<file path="src/rtl/fp_addsub_seq.sv">
// Multi-cycle 9-bit floating-point add/subtract unit fed from the data bus.
// Define FP_FLAGS_EN to add the ovf/unf/inexact status outputs.
`timescale 1ns/1ps
module fp_addsub_seq #(
    parameter int EXP_W = 4,
    parameter int MAN_W = 4,
    parameter int BIAS  = 7
) (
    input  logic                   clk,
    input  logic                   rst,
    input  logic [EXP_W+MAN_W:0]   bus_in,
    input  logic                   AFin,
    input  logic                   GFin,
    input  logic                   AddSubF,
    input  logic                   GFout,
    output logic [EXP_W+MAN_W:0]   bus_out,
    output logic [EXP_W+MAN_W:0]   result,
    output logic                   busy,
    output logic                   done
`ifdef FP_FLAGS_EN
    ,
    output logic                   ovf,
    output logic                   unf,
    output logic                   inexact
`endif
);

    localparam int W  = 1 + EXP_W + MAN_W;
    localparam int SW = MAN_W + 4;

    if (BIAS <= 0 || BIAS >= (1 << EXP_W) - 1) begin : g_bias_chk
        $error("fp_addsub_seq: BIAS out of range");
    end

    typedef enum logic [2:0] {
        S_IDLE,
        S_ALIGN,
        S_ADD,
        S_NORM,
        S_ROUND,
        S_DONE
    } state_t;

    state_t             r_state;
    logic [W-1:0]       r_a;
    logic [W-1:0]       r_b;
    logic [W-1:0]       r_wa;
    logic               r_op;
    logic [SW-1:0]      r_sig_l;
    logic [SW-1:0]      r_sig_s;
    logic               r_sub;
    logic               r_sign;
    logic [EXP_W:0]     r_exp;
    logic [SW:0]        r_sig;
    logic               r_zero;
    logic [W-1:0]       r_result;
    logic               r_busy;
    logic               r_done;
`ifdef FP_FLAGS_EN
    logic               r_ovf;
    logic               r_unf;
    logic               r_inexact;
`endif

    logic [EXP_W-1:0]   w_ea;
    logic [EXP_W-1:0]   w_eb;
    logic [EXP_W-1:0]   w_ex;
    logic [EXP_W-1:0]   w_ey;
    logic [EXP_W-1:0]   w_d;
    logic [MAN_W-1:0]   w_ma;
    logic [MAN_W-1:0]   w_mb;
    logic [MAN_W-1:0]   w_mx;
    logic [MAN_W-1:0]   w_my;
    logic               w_sa;
    logic               w_sb;
    logic               w_swap;
    logic               w_sx;
    logic               w_sub;
    logic [SW-1:0]      w_sigx;
    logic [SW-1:0]      w_sigy;
    logic [SW-1:0]      w_sigy_sh;
    logic [SW-1:0]      w_lost_mask;

    // Alignment: order by magnitude, then shift the smaller one with sticky
    always_comb begin
        w_ea        = r_wa[W-2:MAN_W];
        w_eb        = r_b[W-2:MAN_W];
        w_ma        = (w_ea == '0) ? '0 : r_wa[MAN_W-1:0];
        w_mb        = (w_eb == '0) ? '0 : r_b[MAN_W-1:0];
        w_sa        = r_wa[W-1];
        w_sb        = r_b[W-1] ^ r_op;
        w_swap      = {w_eb, w_mb} > {w_ea, w_ma};
        w_ex        = w_swap ? w_eb : w_ea;
        w_ey        = w_swap ? w_ea : w_eb;
        w_mx        = w_swap ? w_mb : w_ma;
        w_my        = w_swap ? w_ma : w_mb;
        w_sx        = w_swap ? w_sb : w_sa;
        w_sub       = w_sa ^ w_sb;
        w_sigx      = {(w_ex != '0), w_mx, 3'b000};
        w_sigy      = {(w_ey != '0), w_my, 3'b000};
        w_d         = w_ex - w_ey;
        w_lost_mask = ~({SW{1'b1}} << w_d);
        w_sigy_sh   = '0;
        if (int'(w_d) >= SW)
            w_sigy_sh = {{(SW-1){1'b0}}, |w_sigy};
        else
            w_sigy_sh = (w_sigy >> w_d)
                      | {{(SW-1){1'b0}}, |(w_sigy & w_lost_mask)};
    end

    logic [MAN_W-1:0]   w_man;
    logic               w_up;
    logic [MAN_W:0]     w_man_r;
    logic [EXP_W:0]     w_exp_r;
    logic               w_sat;
    logic               w_grs;
    logic [W-1:0]       w_rnd_res;

    // Round to nearest even on the guard/round/sticky bits
    always_comb begin
        w_man     = r_sig[SW-2:3];
        w_grs     = |r_sig[2:0];
        w_up      = r_sig[2] & (r_sig[1] | r_sig[0] | w_man[0]);
        w_man_r   = {1'b0, w_man} + {{MAN_W{1'b0}}, w_up};
        w_exp_r   = r_exp + {{EXP_W{1'b0}}, w_man_r[MAN_W]};
        w_sat     = w_exp_r[EXP_W];
        w_rnd_res = {r_sign, w_exp_r[EXP_W-1:0], w_man_r[MAN_W-1:0]};
        if (r_zero)
            w_rnd_res = '0;
        else if (w_sat)
            w_rnd_res = {r_sign, {(W-1){1'b1}}};
    end

    always_ff @(posedge clk or posedge rst) begin
        if (rst) begin
            r_state   <= S_IDLE;
            r_a       <= '0;
            r_b       <= '0;
            r_wa      <= '0;
            r_op      <= 1'b0;
            r_sig_l   <= '0;
            r_sig_s   <= '0;
            r_sub     <= 1'b0;
            r_sign    <= 1'b0;
            r_exp     <= '0;
            r_sig     <= '0;
            r_zero    <= 1'b0;
            r_result  <= '0;
            r_busy    <= 1'b0;
            r_done    <= 1'b0;
`ifdef FP_FLAGS_EN
            r_ovf     <= 1'b0;
            r_unf     <= 1'b0;
            r_inexact <= 1'b0;
`endif
        end else begin
            r_done <= 1'b0;
            if (AFin)
                r_a <= bus_in;
            unique case (r_state)
                S_IDLE, S_DONE: begin
                    if (GFin) begin
                        r_b     <= bus_in;
                        r_op    <= AddSubF;
                        r_wa    <= AFin ? bus_in : r_a;
                        r_busy  <= 1'b1;
                        r_state <= S_ALIGN;
`ifdef FP_FLAGS_EN
                        r_ovf     <= 1'b0;
                        r_unf     <= 1'b0;
                        r_inexact <= 1'b0;
`endif
                    end else begin
                        r_state <= S_IDLE;
                    end
                end
                S_ALIGN: begin
                    r_sig_l <= w_sigx;
                    r_sig_s <= w_sigy_sh;
                    r_exp   <= {1'b0, w_ex};
                    r_sign  <= w_sx;
                    r_sub   <= w_sub;
                    r_state <= S_ADD;
                end
                S_ADD: begin
                    r_sig   <= r_sub ? {1'b0, r_sig_l} - {1'b0, r_sig_s}
                                     : {1'b0, r_sig_l} + {1'b0, r_sig_s};
                    r_zero  <= 1'b0;
                    r_state <= S_NORM;
                end
                S_NORM: begin
                    if (r_sig[SW]) begin
                        r_sig   <= {1'b0, r_sig[SW:2], r_sig[1] | r_sig[0]};
                        r_exp   <= r_exp + 1'b1;
                        r_state <= S_ROUND;
                    end else if (r_sig == '0) begin
                        r_zero  <= 1'b1;
                        r_state <= S_ROUND;
                    end else if (r_sig[SW-1]) begin
                        r_state <= S_ROUND;
                    end else if (r_exp == {{EXP_W{1'b0}}, 1'b1}) begin
                        r_result <= {r_sign, {(W-1){1'b0}}};
                        r_busy   <= 1'b0;
                        r_done   <= 1'b1;
                        r_state  <= S_DONE;
`ifdef FP_FLAGS_EN
                        r_unf     <= 1'b1;
                        r_inexact <= w_grs;
`endif
                    end else begin
                        // Move to ROUND as soon as the shift lands the hidden bit
                        r_sig   <= r_sig << 1;
                        r_exp   <= r_exp - 1'b1;
                        if (r_sig[SW-2])
                            r_state <= S_ROUND;
                    end
                end
                S_ROUND: begin
                    r_result <= w_rnd_res;
                    r_busy   <= 1'b0;
                    r_done   <= 1'b1;
                    r_state  <= S_DONE;
`ifdef FP_FLAGS_EN
                    r_ovf     <= ~r_zero & w_sat;
                    r_inexact <= ~r_zero & w_grs;
`endif
                end
                default: begin
                    r_busy  <= 1'b0;
                    r_state <= S_IDLE;
                end
            endcase
        end
    end

    assign result  = r_result;
    assign bus_out = GFout ? r_result : '0;
    assign busy    = r_busy;
    assign done    = r_done;
`ifdef FP_FLAGS_EN
    assign ovf     = r_ovf;
    assign unf     = r_unf;
    assign inexact = r_inexact;
`endif

endmodule

</file>
<file path="config.mk">
export PLATFORM = sky130hd
export DESIGN_NAME = fp_addsub_seq
export DESIGN_NICKNAME = d
export VERILOG_FILES = /design/src/rtl/fp_addsub_seq.sv
export SDC_FILE = /design/constraint.sdc
export NUM_CORES = 1
export LEC_CHECK = 0
export BUFFER_PORTS_ARGS = -buffer_cell sky130_fd_sc_hd__buf_2
export CORE_ASPECT_RATIO = 1.2
export CORE_MARGIN = 2
export CORE_UTILIZATION = 47
export DETAILED_ROUTE_END_ITERATION = 10
export MAX_ROUTING_LAYER = met4
export PLACE_DENSITY = 0.7
export SLEW_MARGIN = 5
export SYNTH_ARGS = -nofsm -noshare
export SYNTH_HDL_FRONTEND = slang
export SYNTH_SLANG_ARGS = --single-unit
</file>
<file path="constraint.sdc">
create_clock -name clk -period 4.92 [get_ports clk]
set_input_delay 0.492 -clock clk [delete_from_list [all_inputs] [get_ports clk]]
set_output_delay 0.492 -clock clk [all_outputs]
set_load 0.01 [all_outputs]
</file>
# Yosys cells after proc, flatten, opt, wreduce, memory -nomap -nowiden

Index checks and enable logic that the tools add are counted.

Register bits after elaboration: 72
Logic and storage cells: 122

Add/subtract/negate cells: 7
Order comparisons: 2
Eq/ne operators: 16
Shift operators: 2
Muxes and demuxes: 49
Bitwise gates (word level): 9
Reductions and logical operators: 20

Operators by type and width:

| kind                | count |
|---|---|
| $mux 9              | 8 |
| $mux 8              | 6 |
| $pmux 9 s2          | 2 |
| $mux 4              | 6 |
| $mux 5              | 4 |
| $mux 3              | 5 |
| $pmux 3 s5          | 1 |
| $mux 1              | 13 |
| $ne 2x2->1 const B  | 6 |
| $pmux 5 s2          | 1 |
| $add 8x8->9         | 1 |
| $logic_not 9->1     | 1 |
| $ne 3x3->1 const B  | 3 |
| $sub 8x8->9         | 1 |
| $and 8x8->8         | 1 |
| $gt 8x8->1          | 1 |
| $logic_not 4->1     | 2 |
| $not 8->8           | 1 |
| $or 8x1->8          | 1 |
| $reduce_and 4->1    | 2 |
| $reduce_bool 4->1   | 2 |
| $reduce_or 8->1     | 1 |
| $shl 8x4->8 const A | 1 |
| $shr 8x4->8         | 1 |
| other kinds (25)    | 34 |

# Depth between registers and ports, before layout

Depth after elaboration: 11
Mapped depth: 18
Depth with buffers taken out: 16

# Worst setup path after synthesis

No wires, ideal clock.

Kind: register to register
Start point: register r_b[4]
End point: register r_sig_s[0]
Data arrival time: 3,916 ps
Data required time: 4,796 ps
Setup slack: 881 ps
Stages on the path, launching flop included: 18
Path buffers: 2
Cells stage by stage: dfrtp_1 or4_1 nand2_1 inv_1 ha_1 nor2b_1 o211ai_1 a211o_2 nand2_4 buf_6 buf_2 a22oi_1 ha_1 or4_1 nand4_1 a32oi_1 o22ai_1 o21ai_1

Word-level cells in the longest chain between the ends: 11
Elaborated cells between the ends (all ways): 17
Those cells by class: add/sub (1); order compare (2); shift (2); mux (5); bitwise (3); reduce/logical (4)

Ends and longest elaborated chain:

| item                      | line   | source |
|---|---|---|
| start, declared           | 46     | `logic [W-1:0] r_b;` |
| start signal, assigned    | 163    | `r_b <= bus_in;` |
| $logic_not 4->1           | 89     | `w_mb = (w_eb == '0) ? '0 : r_b[MAN_W-1:0];` |
| $mux 4                    | 89     |  |
| $gt 8x8->1                | 92     | `w_swap = {w_eb, w_mb} > {w_ea, w_ma};` |
| $mux 4 (on tied branches) | 93, 94 |  |
| $sub 4x4->4               | 101    | `w_d = w_ex - w_ey;` |
| $shl 8x4->8               | 102    | `w_lost_mask = ~({SW{1'b1}} << w_d);` |
| $not 8->8                 | 102    |  |
| $and 8x8->8               | 108    | `\| {{(SW-1){1'b0}}, \|(w_sigy & w_lost_mask)};` |
| $reduce_or 8->1           | 108    |  |
| $or 8x1->8                | 108    |  |
| $mux 8 *                  | 104    | `if (int'(w_d) >= SW)` |
| end signal, assigned      | 179    | `r_sig_s <= w_sigy_sh;` |
| end, declared             | 50     | `logic [SW-1:0] r_sig_s;` |

Mark *: on every way between the ends. The rest lies on a longest branch, timed or not.
A chain may end at the register's enable or synchronous reset.

# Final worst setup path

Same ends and word-level chain as after synthesis.

==> flow_metrics.py <==
metrics = {
    "min_path": {
        "hold_class": "primary input to register",
    },
    "cts": {
        "cts_setup_buffers": 0,
        "clock_sinks": 72,
        "cts_resized": 0,
        "cts_tree": "yes",
        "htree_num_levels": 3,
        "cts_buffer_depth": 2,
        "clk_latency_ns": 0.33,
        "ctsHoldBuffers": 0,
        "cts_buffers": 9,
        "cts-root-buf": "clkbuf_16",
        "clk_pin_slew_ns": 0.06,
    },
    "flow_run": {
        "max_cap_violations": 0,
    },
    "sta": {
        "tightest_slew_ns": 1.140,
        "final.setup.tns_ns": 0,
        "min_period_ns": 4.287,
        "period_share_pct": 87.14,
        "clock.fmax_mhz": 233.3,
        "slew_violations": 0,
        "rsz0062_at_grt": "false",
        "hold_violations": 0,
        "setup_violations": 0,
        "finalWorstSetupSlack_ns": 0.6329,
        "finClkSkew_ns": 0.005763,
        "slew_headroom_pct": 23.34,
    },
    "critical_path": {
        "path_class": "register to register",
        "crit_arrival_ns": 4.50,
        "slowest_stage": "or4_1",
        "endpoint_kind": "register",
        "cp_max_fo": 22,
        "cp-start-kind": "register",
        "required_ns": 5.13,
        "worstPathCellList": "or4_1, nand2_1, inv_1, ha_1, nor2b_1, o211ai_1, a211o_2, nand2_4, a22oi_1, ha_1, or4_1, nand4_1, a32oi_1, o22ai_1, o21ai_1",
        "max_stage_delay_ns": 0.64,
    },
    "synth": {
        "synth.avg_cell_area_um2": 9.263,
        "syn_inst": 508,
        "yosysSeqAreaShare_pct": 38.29,
        "synthesis.area_um2": 4706,
        "ys_warn_count": 0,
        "synth_nets": 551,
        "synth-seq-cells": 72,
        "synth_top_cell_by_area": "dfrtp_1",
        "ys.flop_type": "dfrtp_1",
        "ys_types": 68,
        "synth-async-reset-ratio_pct": 100.0,
        "synth_edf_count": 0,
        "synth_area_leaders": "dfrtp_1, ha_1, mux2_2",
        "synth_top_cell_area_share_pct": 38.29,
    },
    "place": {
        "dp_hpwl_um": 7795,
        "place.gp.congestion": 0.8629,
        "portBuffers": 34,
        "dp_slack_ns": 0.6677,
    },
    "global_routing": {
        "grt_overflow_total": 0,
        "track_usage_pct": 21.34,
        "grt_max_degree": 73,
        "antenna_found_initial": 0,
        "grt_pass1_vias": 3615,
        "grt_pass1_wl_um": 17340,
    },
    "die": {
        "placementRows": 40,
        "pin_count": 35,
        "dieArea_um2": 10830,
        "die_y_um": 113.6,
        "core_area_um2": 9859,
        "dieWidth_um": 95.35,
        "start_util_pct": 47.73,
    },
    "drt": {
        "num_vias": 3784,
        "viasPerCell": 5.716,
        "dr.pass1.iters": 4,
        "route.detailed.drc": 0,
        "wl_um": 10350,
        "ant_nets": 0,
        "post_drt_wl_per_cell_um": 15.63,
        "first_iter_violations": 141,
    },
    "outcome": {
        "status": "finished, final reports clean",
    },
    "final_layout": {
        "nets": 574,
        "fillCellCount": 924,
        "drive_gt1_share_pct": 19.40,
        "ff_latch_area_um2": 1802,
        "multi_input_area_um2": 2681,
        "fin_util_pct": 53.15,
        "antenna_cells": 0,
        "synthToLayoutAreaGrowth_pct": 11.35,
    },
}
cell usage after synthesis, types with 5 or more instances:
| master | count |
|---|---|
| and2_1 | 13 |
| nand3_1 | 13 |
| dfrtp_1 | 72 |
| nand2_1 | 66 |
| a31oi_1 | 6 |
| o21ai_0 | 40 |
| ha_1 | 27 |
| mux2i_1 | 5 |
| o41ai_2 | 5 |
| and3_1 | 5 |
| a21oi_1 | 31 |
| nor2b_1 | 5 |
| nor3_1 | 7 |
| inv_1 | 29 |
| o22ai_1 | 7 |
| clkbuf_1 | 20 |
| mux2_2 | 27 |
| xnor2_1 | 11 |
| nor2_1 | 33 |
state kept, by name, indices dropped and copies added (netlist names), 3 cells and up:
| signal | flops |
|---|---|
| r_sig_l | 5 |
| r_exp | 5 |
| result | 9 |
| r_wa | 9 |
| r_a | 9 |
| r_state | 3 |
| r_b | 9 |
| r_sig | 9 |
| r_sig_s | 8 |
final timing paths:
path | start | end | slack, ns | cells past startpoint
max in group asynchronous | rst | r_wa[0] | 3.90 | 3
max reg2reg | r_b[4] | r_sig_s[0] | 0.63 | 15
min | AddSubF | r_op | 0.40 | 2
max | r_b[4] | r_sig_s[0] | 0.63 | 15
min reg2reg | result[1] | result[1] | 0.48 | 2
min in group asynchronous | rst | busy | 0.43 | 3
worst max-delay path, delay by kind of cell (launching register included):
kind | cells | cell delay (ns)
DFF | 1 | 0.46
adders and majority gates | 2 | 0.68
AOI/OAI and AO/OA | 6 | 1.15
and+or+nand+nor | 6 | 1.79
buffers and inverters | 1 | 0.08
routing by layer:
layer	up-vias	share of wire [%]	global-route usage, %
met2	75	52	35.59
met3	21	2.9	3.765
met4	0	2.5	10.05
met1	1823	42	24.75
met5	-	0	-
li1	1865	-	-
stage by stage:
step,hold slack (ns),area [µm²],std cells
after floorplan,0.4497,4706,508
final,0.3995,5240,662
after detailed placement,0.4704,4942,646
after global placement,0.4609,4942,646
after CTS,0.3903,5240,662
after global routing,0.3966,5240,662
cell usage in the layout, fill, tap and decap left out, types with 5 or more instances in the layout:
cell type and instances:
and2_1 13, dfrtp_1 72, o21ai_0 40, mux2i_1 5, clkbuf_16 9, mux2_2 27
nor3_1 7, a31oi_1 6, nand3_1 13, ha_1 27, a21oi_1 31, xnor2_1 11
o22ai_1 7, nor2b_1 5, inv_1 28, buf_2 34, nand2_1 66, nor2_1 33
and3_1 5, o41ai_2 5
layout make-up:
cell class,instances,area share [%]
Timing Repair Buffer,37,3.677
Tap cell,126,3.009
Inverter,29,2.077
Multi-Input combinational cell,382,51.17
Clock buffer,10,4.370
Sequential cell,72,34.38
Clock inverter,6,1.313
logic make-up (layout without fill, tap and decap cells):
logic type,after synthesis,count (layout),synth area share (%)
xor+xnor,16,16,3.137
compound gates,134,134,19.01
mux,36,36,9.439
fa+ha+maj,28,28,7.604
buf+inv,54,82,4.732
simple gates,168,168,17.79
flops,72,72,38.29
Power is left out: the tool's default activity adds up to more than one toggle a clock period on the data nets, which glitch-free logic cannot reach.
